<file path="src/rtl/muldiv_ctrl.sv">
// EX-stage sequencer for the multi-cycle multiply and divide units.
// It latches one mul/div op, holds EX stalled, and owns the single HI/LO write port.
module muldiv_ctrl #(
  parameter int MUL_LAT = 2
) (
  input  logic        clk,
  input  logic        resetn,
  input  logic        flush,
  input  logic        op_valid,
  input  logic [3:0]  op_sel,
  input  logic [31:0] src1,
  input  logic [31:0] src2,
  output logic        mul_signed,
  output logic [31:0] mul_ina,
  output logic [31:0] mul_inb,
  input  logic [63:0] mul_result,
  output logic        div_start,
  output logic        div_annul,
  output logic        div_signed,
  output logic [31:0] div_opdata1,
  output logic [31:0] div_opdata2,
  input  logic        div_ready,
  input  logic [63:0] div_result,
  output logic        stallreq_for_ex,
  output logic        hilo_we,
  output logic [31:0] hi_wdata,
  output logic [31:0] lo_wdata,
  output logic        busy
);

  // state    | meaning
  // S_IDLE   | no op in flight; may accept one from EX
  // S_MUL_RUN| waiting MUL_LAT cycles for the mul unit
  // S_DIV_RUN| div unit started; waiting for div_ready
  // S_DONE   | result captured; one-cycle HI/LO write
  typedef enum logic [1:0] {S_IDLE, S_MUL_RUN, S_DIV_RUN, S_DONE} state_t;

  localparam int CW = (MUL_LAT > 1) ? $clog2(MUL_LAT) : 1;

  state_t        r_state, w_state_nxt;
  logic [CW-1:0] r_cnt, w_cnt_nxt;
  logic [31:0]   r_src1, w_src1_nxt;
  logic [31:0]   r_src2, w_src2_nxt;
  logic          r_signed, w_signed_nxt;
  logic [31:0]   r_hi, w_hi_nxt;
  logic [31:0]   r_lo, w_lo_nxt;

  logic w_any_div;
  logic w_sel_signed;
  logic w_accept;
  logic w_mul_run;
  logic w_div_run;
  logic w_done;

  // Priority div > divu > mult > multu: the signed variants win only over their own unsigned twin.
  assign w_any_div    = op_sel[3] | op_sel[2];
  assign w_sel_signed = op_sel[3] | (~op_sel[2] & op_sel[1]);
  assign w_accept     = (r_state == S_IDLE) & op_valid & ~flush & (|op_sel);

  always_comb begin
    w_state_nxt  = r_state;
    w_cnt_nxt    = r_cnt;
    w_src1_nxt   = r_src1;
    w_src2_nxt   = r_src2;
    w_signed_nxt = r_signed;
    w_hi_nxt     = r_hi;
    w_lo_nxt     = r_lo;
    unique case (r_state)
      S_IDLE: begin
        if (w_accept) begin
          w_src1_nxt   = src1;
          w_src2_nxt   = src2;
          w_signed_nxt = w_sel_signed;
          if (w_any_div) begin
            if (src2 == 32'd0) begin
              // Divide by zero bypasses the div unit entirely.
              w_hi_nxt    = src1;
              w_lo_nxt    = 32'hFFFF_FFFF;
              w_state_nxt = S_DONE;
            end else begin
              w_state_nxt = S_DIV_RUN;
            end
          end else begin
            w_cnt_nxt   = CW'(MUL_LAT - 1);
            w_state_nxt = S_MUL_RUN;
          end
        end
      end
      S_MUL_RUN: begin
        if (flush) begin
          w_state_nxt = S_IDLE;
        end else if (r_cnt == '0) begin
          w_hi_nxt    = mul_result[63:32];
          w_lo_nxt    = mul_result[31:0];
          w_state_nxt = S_DONE;
        end else begin
          w_cnt_nxt = r_cnt - CW'(1);
        end
      end
      S_DIV_RUN: begin
        if (flush) begin
          w_state_nxt = S_IDLE;
        end else if (div_ready) begin
          w_hi_nxt    = div_result[63:32];
          w_lo_nxt    = div_result[31:0];
          w_state_nxt = S_DONE;
        end
      end
      S_DONE: begin
        w_state_nxt = S_IDLE;
      end
      default: begin
        w_state_nxt = S_IDLE;
      end
    endcase
  end

  always_ff @(posedge clk) begin
    if (!resetn) begin
      r_state  <= S_IDLE;
      r_cnt    <= '0;
      r_src1   <= '0;
      r_src2   <= '0;
      r_signed <= 1'b0;
      r_hi     <= '0;
      r_lo     <= '0;
    end else begin
      r_state  <= w_state_nxt;
      r_cnt    <= w_cnt_nxt;
      r_src1   <= w_src1_nxt;
      r_src2   <= w_src2_nxt;
      r_signed <= w_signed_nxt;
      r_hi     <= w_hi_nxt;
      r_lo     <= w_lo_nxt;
    end
  end

  assign w_mul_run = (r_state == S_MUL_RUN);
  assign w_div_run = (r_state == S_DIV_RUN);
  assign w_done    = (r_state == S_DONE);

  assign mul_signed  = w_mul_run & r_signed;
  assign mul_ina     = w_mul_run ? r_src1 : 32'd0;
  assign mul_inb     = w_mul_run ? r_src2 : 32'd0;

  assign div_start   = w_div_run;
  assign div_annul   = w_div_run & flush;
  assign div_signed  = w_div_run & r_signed;
  assign div_opdata1 = w_div_run ? r_src1 : 32'd0;
  assign div_opdata2 = w_div_run ? r_src2 : 32'd0;

  // A flush releases EX immediately, even mid-operation.
  assign stallreq_for_ex = w_accept | ((w_mul_run | w_div_run) & ~flush);

  assign hilo_we  = w_done;
  assign hi_wdata = w_done ? r_hi : 32'd0;
  assign lo_wdata = w_done ? r_lo : 32'd0;
  assign busy     = (r_state != S_IDLE);

endmodule

</file>
<file path="config.mk">
export PLATFORM = sky130hd
export DESIGN_NAME = muldiv_ctrl
export DESIGN_NICKNAME = d
export VERILOG_FILES = /design/src/rtl/muldiv_ctrl.sv
export SDC_FILE = /design/constraint.sdc
export NUM_CORES = 1
export LEC_CHECK = 0
export ABC_CLOCK_PERIOD_IN_PS = 4900
export CORE_AREA = 3 3 155 157
export CTS_BUF_LIST = sky130_fd_sc_hd__clkbuf_8
export DETAILED_ROUTE_END_ITERATION = 7
export DIE_AREA = 0 0 158 160
export GPL_ROUTABILITY_DRIVEN = 0
export PLACE_DENSITY = 0.69
export SYNTH_ARGS = -nofsm -noshare
export SYNTH_HDL_FRONTEND = slang
export SYNTH_SLANG_ARGS = --single-unit
</file>
<file path="constraint.sdc">
create_clock -name clk -period 4.9 [get_ports clk]
set_clock_uncertainty 0.05 [all_clocks]
set_input_delay 0.49 -clock clk [delete_from_list [all_inputs] [get_ports clk]]
set_output_delay 0.49 -clock clk [all_outputs]
set_load 0.02 [all_outputs]
</file>
==> results of run 1 <==
layout make-up:
class / count / area [µm²]
Fill cell: 2147 / 10690
Inverter: 8 / 30.03
Timing Repair Buffer: 410 / 4099
Tap cell: 285 / 356.6
Clock inverter: 13 / 207.7
Antenna cell: 1 / 2.502
Multi-Input combinational cell: 663 / 4369
Clock buffer: 18 / 247.7
Sequential cell: 132 / 2643
routing by layer:
| layer | GRT usage [%] | share of wire (%) | wire (µm) |
|---|---|---|---|
| met1 | 26.44 | 40 | 11810 |
| met2 | 37.64 | 49 | 14350 |
| met3 | 7.507 | 9.0 | 2643 |
| met4 | 5.045 | 1.7 | 495 |
| met5 | 0 | 0 | 0 |
stage by stage:
| stage | power, mW | instance area, µm² | hold WS [ps] | utilization, % |
|---|---|---|---|---|
| 3_5_place_dp | 4.369 | 11500 | 402.2 | 50.78 |
| 4_1_cts | 5.459 | 11950 | 415.1 | 52.79 |
| 3_3_place_gp | 4.341 | 11500 | 400.0 | 50.78 |
| 2_1_floorplan | 3.447 | 7451 | 388.9 | - |
| 5_1_grt | 5.739 | 11960 | 430.5 | 52.80 |
| 6_report | 5.395 | 11960 | 416.9 | 52.80 |
flip-flops by register name, indices dropped and copies added (netlist names):
register and count:
r_hi 32, r_src1 32, r_src2 32, r_cnt 1, r_signed 1, r_lo 32
r_state 2
placed cells by master, fill, tap and decap left out, types with 2 or more instances in the layout:
master	n
clkdlybuf4s50_1	398
and2_1	195
nand2_1	134
dfxtp_1	132
a221o_1	64
a21boi_0	44
nand2b_1	33
nand3_1	32
o211ai_1	32
o22ai_1	32
o221a_1	28
a21boi_1	20
clkbuf_8	18
buf_4	10
nor4_1	9
inv_1	8
o21ai_0	8
o21a_1	5
bufinv_16	5
o221a_2	4
nor2_1	3
a21oi_1	3
clkinvlp_4	3
ha_1	2
ha_4	2
clkinv_4	2
buf_12	2
power breakdown:
| part | leakage, nW | internal, mW | switching, mW |
|---|---|---|---|
| registers | 1.08 | 1.41 | 0.166 |
| logic | 2.99 | 1.17 | 1.58 |
| clock network | 0.223 | 0.617 | 0.451 |
worst max-delay path by stage:
| stage | to | depth (start not counted) |
|---|---|---|
| after floorplan | div_opdata1[10] | 7 |
| after global placement | r_lo[31] | 7 |
| after detailed placement | r_lo[17] | 7 |
| after CTS | div_opdata1[4] | 5 |
| after global routing | div_opdata1[4] | 5 |
| final | div_opdata1[4] | 5 |
critical path, delay by kind of cell (launching register included):
family                     cells  cell delay (ps)
buffers and inverters          3             1330
adders and majority gates      1              680
DFF                            1              360
and+or+nand+nor                1              210
cells by family after synthesis:
logic type	Yosys count	share of synthesized area (%)
AOI/OAI and AO/OA	244	27.46
adders and majority gates	5	0.8396
buffers and inverters	109	6.583
DFF	132	35.47
and+or+nand+nor	414	29.66
==> metrics.yaml, run 1 <==
run_status: "complete, no violations"
cts_tree: "yes"
synthTopCellsByArea: "dfxtp_1 35%, and2_1 16%, a221o_1 8.6%"
yosys_warnings: 0
critical_path.slowest_cell: "ha_4"
synth_top_cell_by_area: "dfxtp_1"
p_leak_nw: 4.297
synth-async-reset-ratio_pct: 0
critPathMaxFanout: 84
slew_violations: 0
fin_crit_sh_pct: 72.94
final_hold_viol_count: 0
cp_peak_stage_delay_ps: 680
cp_data_arrival_time_ps: 3030
globalRouteTotalUtil_pct: 21.95
route.detailed.drc: 0
layout-area-overhead-vs-synth_pct: 60.45
post_drt_via_cell_ratio: 5.164
syn-mean-instance-area_um2: 8.242
end_kind: "primary output"
synth.lib_cells_used.distinct: 32
critical_path.startpoint: "r_state[0]"
grt_pass1_wl_mm: 43.82
final.setup.tns_ps: 0
clock-sinks: 132
first_pass_iters: 5
clkTransAtPathRegs_ps: 90
die_area_um2: 25280
post-synth-top-count-cell: "and2_1"
max-cap-violations: 0
critical_path_required_ps: 4360
placed_cells: 1498
regToRegStartpoint: "r_state[0]"
cp_cell_sequence: "inv_1, ha_4, buf_4, and2_1, clkdlybuf4s50_1"
design.core.area_um2: 22640
worst_setup_path_start_kind: "flop"
synth_fp_nets: 1110
worst_skew_pair.late_latency_ps: 420
max-vdd-ir-drop_v: 0.0003826
vias: 7901
boundaryPins: 400
synth_seq_cells: 132
post_cts_buffers: 0
syn_inst: 904
placement.setup.worst_slack_ps: 1366
finalNetCount: 1438
min_delay_path_depth: 2
antenna_violations_before_repair: 1
sequential_cell_area_fraction_in_the_yosys_report_pct: 35.47
numCtsBuffers: 17
cts-hold-fix-buffers: 0
netlist_top_cells_count: "196 x and2_1, 134 x nand2_1, 132 x dfxtp_1"
totalWireLength_mm: 29.30
clock_tree.htree_level_count: 4
fmaxAchievable_ghz: 0.2798
final-setup-viol-count: 0
drive_above_1_share_pct: 4.582
unrepaired_setup_endpoints_after_global_routing: "false"
final_antenna_net_count: 0
worst_hold_path.endpoint: "r_src2[16]"
crit_type: "reg -> out"
portBuffers: 399
rrSetupSlack_ps: 1900
worstHoldStart: "r_src2[16]"
floorplan.rows: 55
die_w_um: 158
hpwl_mm: 20.50
synth_area_um2: 7451
max_slew.worst_pin.slew_ps: 950.7
synth-edff-count: 0
wl_per_cell_um: 19.15
start_util_pct: 32.91
reg2reg_depth: 7
max_buffers_root_to_sink: 2
post_layout_nonfiller_instances: 1530
powerDensity_nw_per_um2: 451.2
worst_r2r_endpoint: "r_lo[1]"
cts.repair.resized: 0
worst_slew_margin_rel_pct: 36.62
die_h_um: 160
detail_route.iter0.violations: 489
clock-root-buffer: "clkbuf_8"
yosysTopAreaCellShare_pct: 35.47
finalWorstPathRequiredPeriod_ps: 3574
dominantRegCellSynth: "dfxtp_1"
gr-total-overflow: 0
timing.final.ws_setup_ps: 1326
hold_path.class: "reg -> reg"
maximum_number_of_pins_on_one_net_before_global_route_repair: 98
grt_pass1_vias: 7577
Note: power is estimated with default switching activity, not from simulation.
==> run 2, diff against run 1 <==
==> config.mk (replaced) <==
export PLATFORM = sky130hd
export DESIGN_NAME = muldiv_ctrl
export DESIGN_NICKNAME = d
export VERILOG_FILES = /design/src/rtl/muldiv_ctrl.sv
export SDC_FILE = /design/constraint.sdc
export NUM_CORES = 1
export LEC_CHECK = 0
export ABC_CLOCK_PERIOD_IN_PS = 3690
export CORE_AREA = 3 3 156 158
export CTS_BUF_LIST = sky130_fd_sc_hd__clkbuf_8
export DETAILED_ROUTE_END_ITERATION = 7
export DIE_AREA = 0 0 159 161
export GPL_ROUTABILITY_DRIVEN = 0
export PLACE_DENSITY = 0.68
export SYNTH_ARGS = -nofsm -noshare
export SYNTH_HDL_FRONTEND = slang
export SYNTH_SLANG_ARGS = --single-unit
==> constraint.sdc (replaced) <==
create_clock -name clk -period 3.69 [get_ports clk]
set_clock_uncertainty 0.05 [all_clocks]
set_input_delay 0.369 -clock clk [delete_from_list [all_inputs] [get_ports clk]]
set_output_delay 0.369 -clock clk [all_outputs]
set_load 0.02 [all_outputs]
==> metrics.yaml, run 2 (synthesis results as in run 1) <==
critical_path.slowest_cell: "ha_4"
netSwitchingFraction_pct: 41.10  # +0.38 points
critical_path_required_ps: 3270  # -1090 ps
antenna_violations_before_repair: 1  # unchanged
core_utilization_of_the_finished_layout_pct: 51.78  # -1.0 points
hold_path.class: "reg -> reg"
post_cts_buffers: 0  # unchanged
end_kind: "primary output"
globalRouteTotalUtil_pct: 22.26  # +0.30 points
clock-sinks: 132  # unchanged
final_antenna_net_count: 0  # unchanged
vias: 7963  # +0.78%
grt_pass1_vias: 8091  # +6.8%
worst_slew_margin_rel_pct: 39.44  # +2.8 points
design.core.area_um2: 23260  # +2.7%
max-vdd-ir-drop_v: 0.0004436  # +16%
cts-hold-fix-buffers: 0  # unchanged
layout-area-overhead-vs-synth_pct: 61.66
totalWireLength_mm: 29.71  # +1.4%
max_buffers_root_to_sink: 2  # unchanged
grt_pass1_wl_mm: 45.42  # +3.7%
wl_per_cell_um: 18.94  # -1.1%
cts_tree: "yes"
cts.repair.resized: 0  # unchanged
run_status: "complete, no violations"
powerDensity_nw_per_um2: 594.6  # +32%
p_leak_nw: 4.322  # +0.57%
drive_above_1_share_pct: 4.964  # +0.38 points
route.detailed.drc: 0  # unchanged
final.setup.tns_ps: 0  # unchanged
clock-root-buffer: "clkbuf_8"
max_slew.worst_pin.slew_ps: 908.3  # -42.32 ps
worst_skew_pair.late_latency_ps: 450  # +30 ps
floorplan.rows: 56  # +1.8%
worst_setup_path_start_kind: "flop"
layout.cells.most_common: "clkdlybuf4s50_1"
crit_type: "reg -> out"
fin_crit_sh_pct: 90.05
finalWorstPathRequiredPeriod_ps: 3323
finalNetCount: 1444  # +0.42%
clkTransAtPathRegs_ps: 80  # about the same
numCtsBuffers: 17  # unchanged
die_h_um: 161  # +0.63%
clkPwrFrac_pct: 18.5  # -1.3 points
cp_data_arrival_time_ps: 2900  # -130 ps
dpl_cell_area_um2: 11620  # +1.1%
p_comb_share_pct: 52.3  # +1.3 points
cp_cell_sequence: "inv_1, ha_4, buf_4, and2_1, clkdlybuf4s50_1"
fmaxAchievable_ghz: 0.3009
commonest_cells_after_routing_fill_and_taps_aside: "398 x clkdlybuf4s50_1, 195 x and2_1, 134 x nand2_1, 132 x dfxtp_1, 64 x a221o_1"
boundaryPins: 400  # unchanged
unrepaired_setup_endpoints_after_global_routing: "false"
maximum_number_of_pins_on_one_net_before_global_route_repair: 90  # -8.2%
slew_violations: 0  # unchanged
net-switching-power_mw: 2.944  # +34%
detail_route.iter0.violations: 508  # +3.9%
portBuffers: 399  # unchanged
fillCellCount: 2276  # +6.0%
die_w_um: 159  # +0.63%
max-cap-violations: 0  # unchanged
seq_power_share_pct: 29.2  # about the same
die_area_um2: 25600  # +1.3%
first_pass_iters: 6  # +1
clock_tree.htree_level_count: 4  # unchanged
start_util_pct: 32.03  # -0.88 points
cp_peak_stage_delay_ps: 690  # about the same
final_hold_viol_count: 0  # unchanged
gr-total-overflow: 0  # unchanged
power.internal_mw: 4.218  # +32%
hpwl_mm: 21.08  # +2.9%
critPathMaxFanout: 89  # +6.0%
final-setup-viol-count: 0  # unchanged
post_drt_via_cell_ratio: 5.075  # -1.7%
finish.instance_area_um2: 12050  # +0.75%
## run 2: layout make-up
type / count / area [µm²] / share of cell area (%)
Antenna cell: 1 / 2.502 / 0.02077
Clock buffer: 17 / 234.0 / 1.942
Clock inverter: 13 / 186.4 / 1.548
Inverter: 8 / 30.03 / 0.2493
Multi-Input combinational cell: 663 / 4369 / 36.27
Sequential cell: 132 / 2643 / 21.94
Tap cell: 319 / 399.1 / 3.314
Timing Repair Buffer: 416 / 4182 / 34.71
## run 2: routing by layer
layer	part of all wire (%)	track usage, %	vias to the layer above
met3	6.4	5.668	32
li1	-	-	3865
met2	49	38.76	293
met4	2.1	7.083	0
met5	0	0	-
met1	43	27.02	3773
## run 2: stage by stage
step                      setup slack (ps)  cells  power, mW  hold WS [ps]
after floorplan                       1341    904      4.577         388.9
after global placement               783.1   1538      5.835         399.5
after detailed placement             787.1   1538      5.893         403.6
after CTS                            349.5   1568      7.258         406.6
after global routing                 169.3   1569      7.660         427.8
final                                367.0   1569      7.162         415.1
## run 2: path summary, 6_finish.rpt
check | cells after the start | endpoint | start | slack (ps)
worst min register to register | 2 | r_src2[27] | r_src2[27] | 420
worst min-delay path | 2 | r_src2[27] | r_src2[27] | 420
worst max-delay path | 5 | mul_ina[30] | r_state[1] | 370
worst max register to register | 7 | r_lo[27] | r_state[0] | 840
## run 2: power groups by stage
stage | logic [mW] | registers, mW | clock network [mW]
2_1_floorplan | 2.55 | 2.03 | 0
3_3_place_gp | 3.73 | 2.11 | 0
3_5_place_dp | 3.78 | 2.12 | 0
4_1_cts | 3.80 | 2.09 | 1.37
5_1_grt | 4.10 | 2.15 | 1.42
6_report | 3.74 | 2.09 | 1.32
## run 2: critical path, delay by kind of cell, from the launching register on
kind | cells | cell delay [ps]
AND/OR/NAND/NOR | 1 | 150
flip-flops | 1 | 360
adder cells (fa/ha/maj) | 1 | 690
buffers and inverters | 3 | 1130
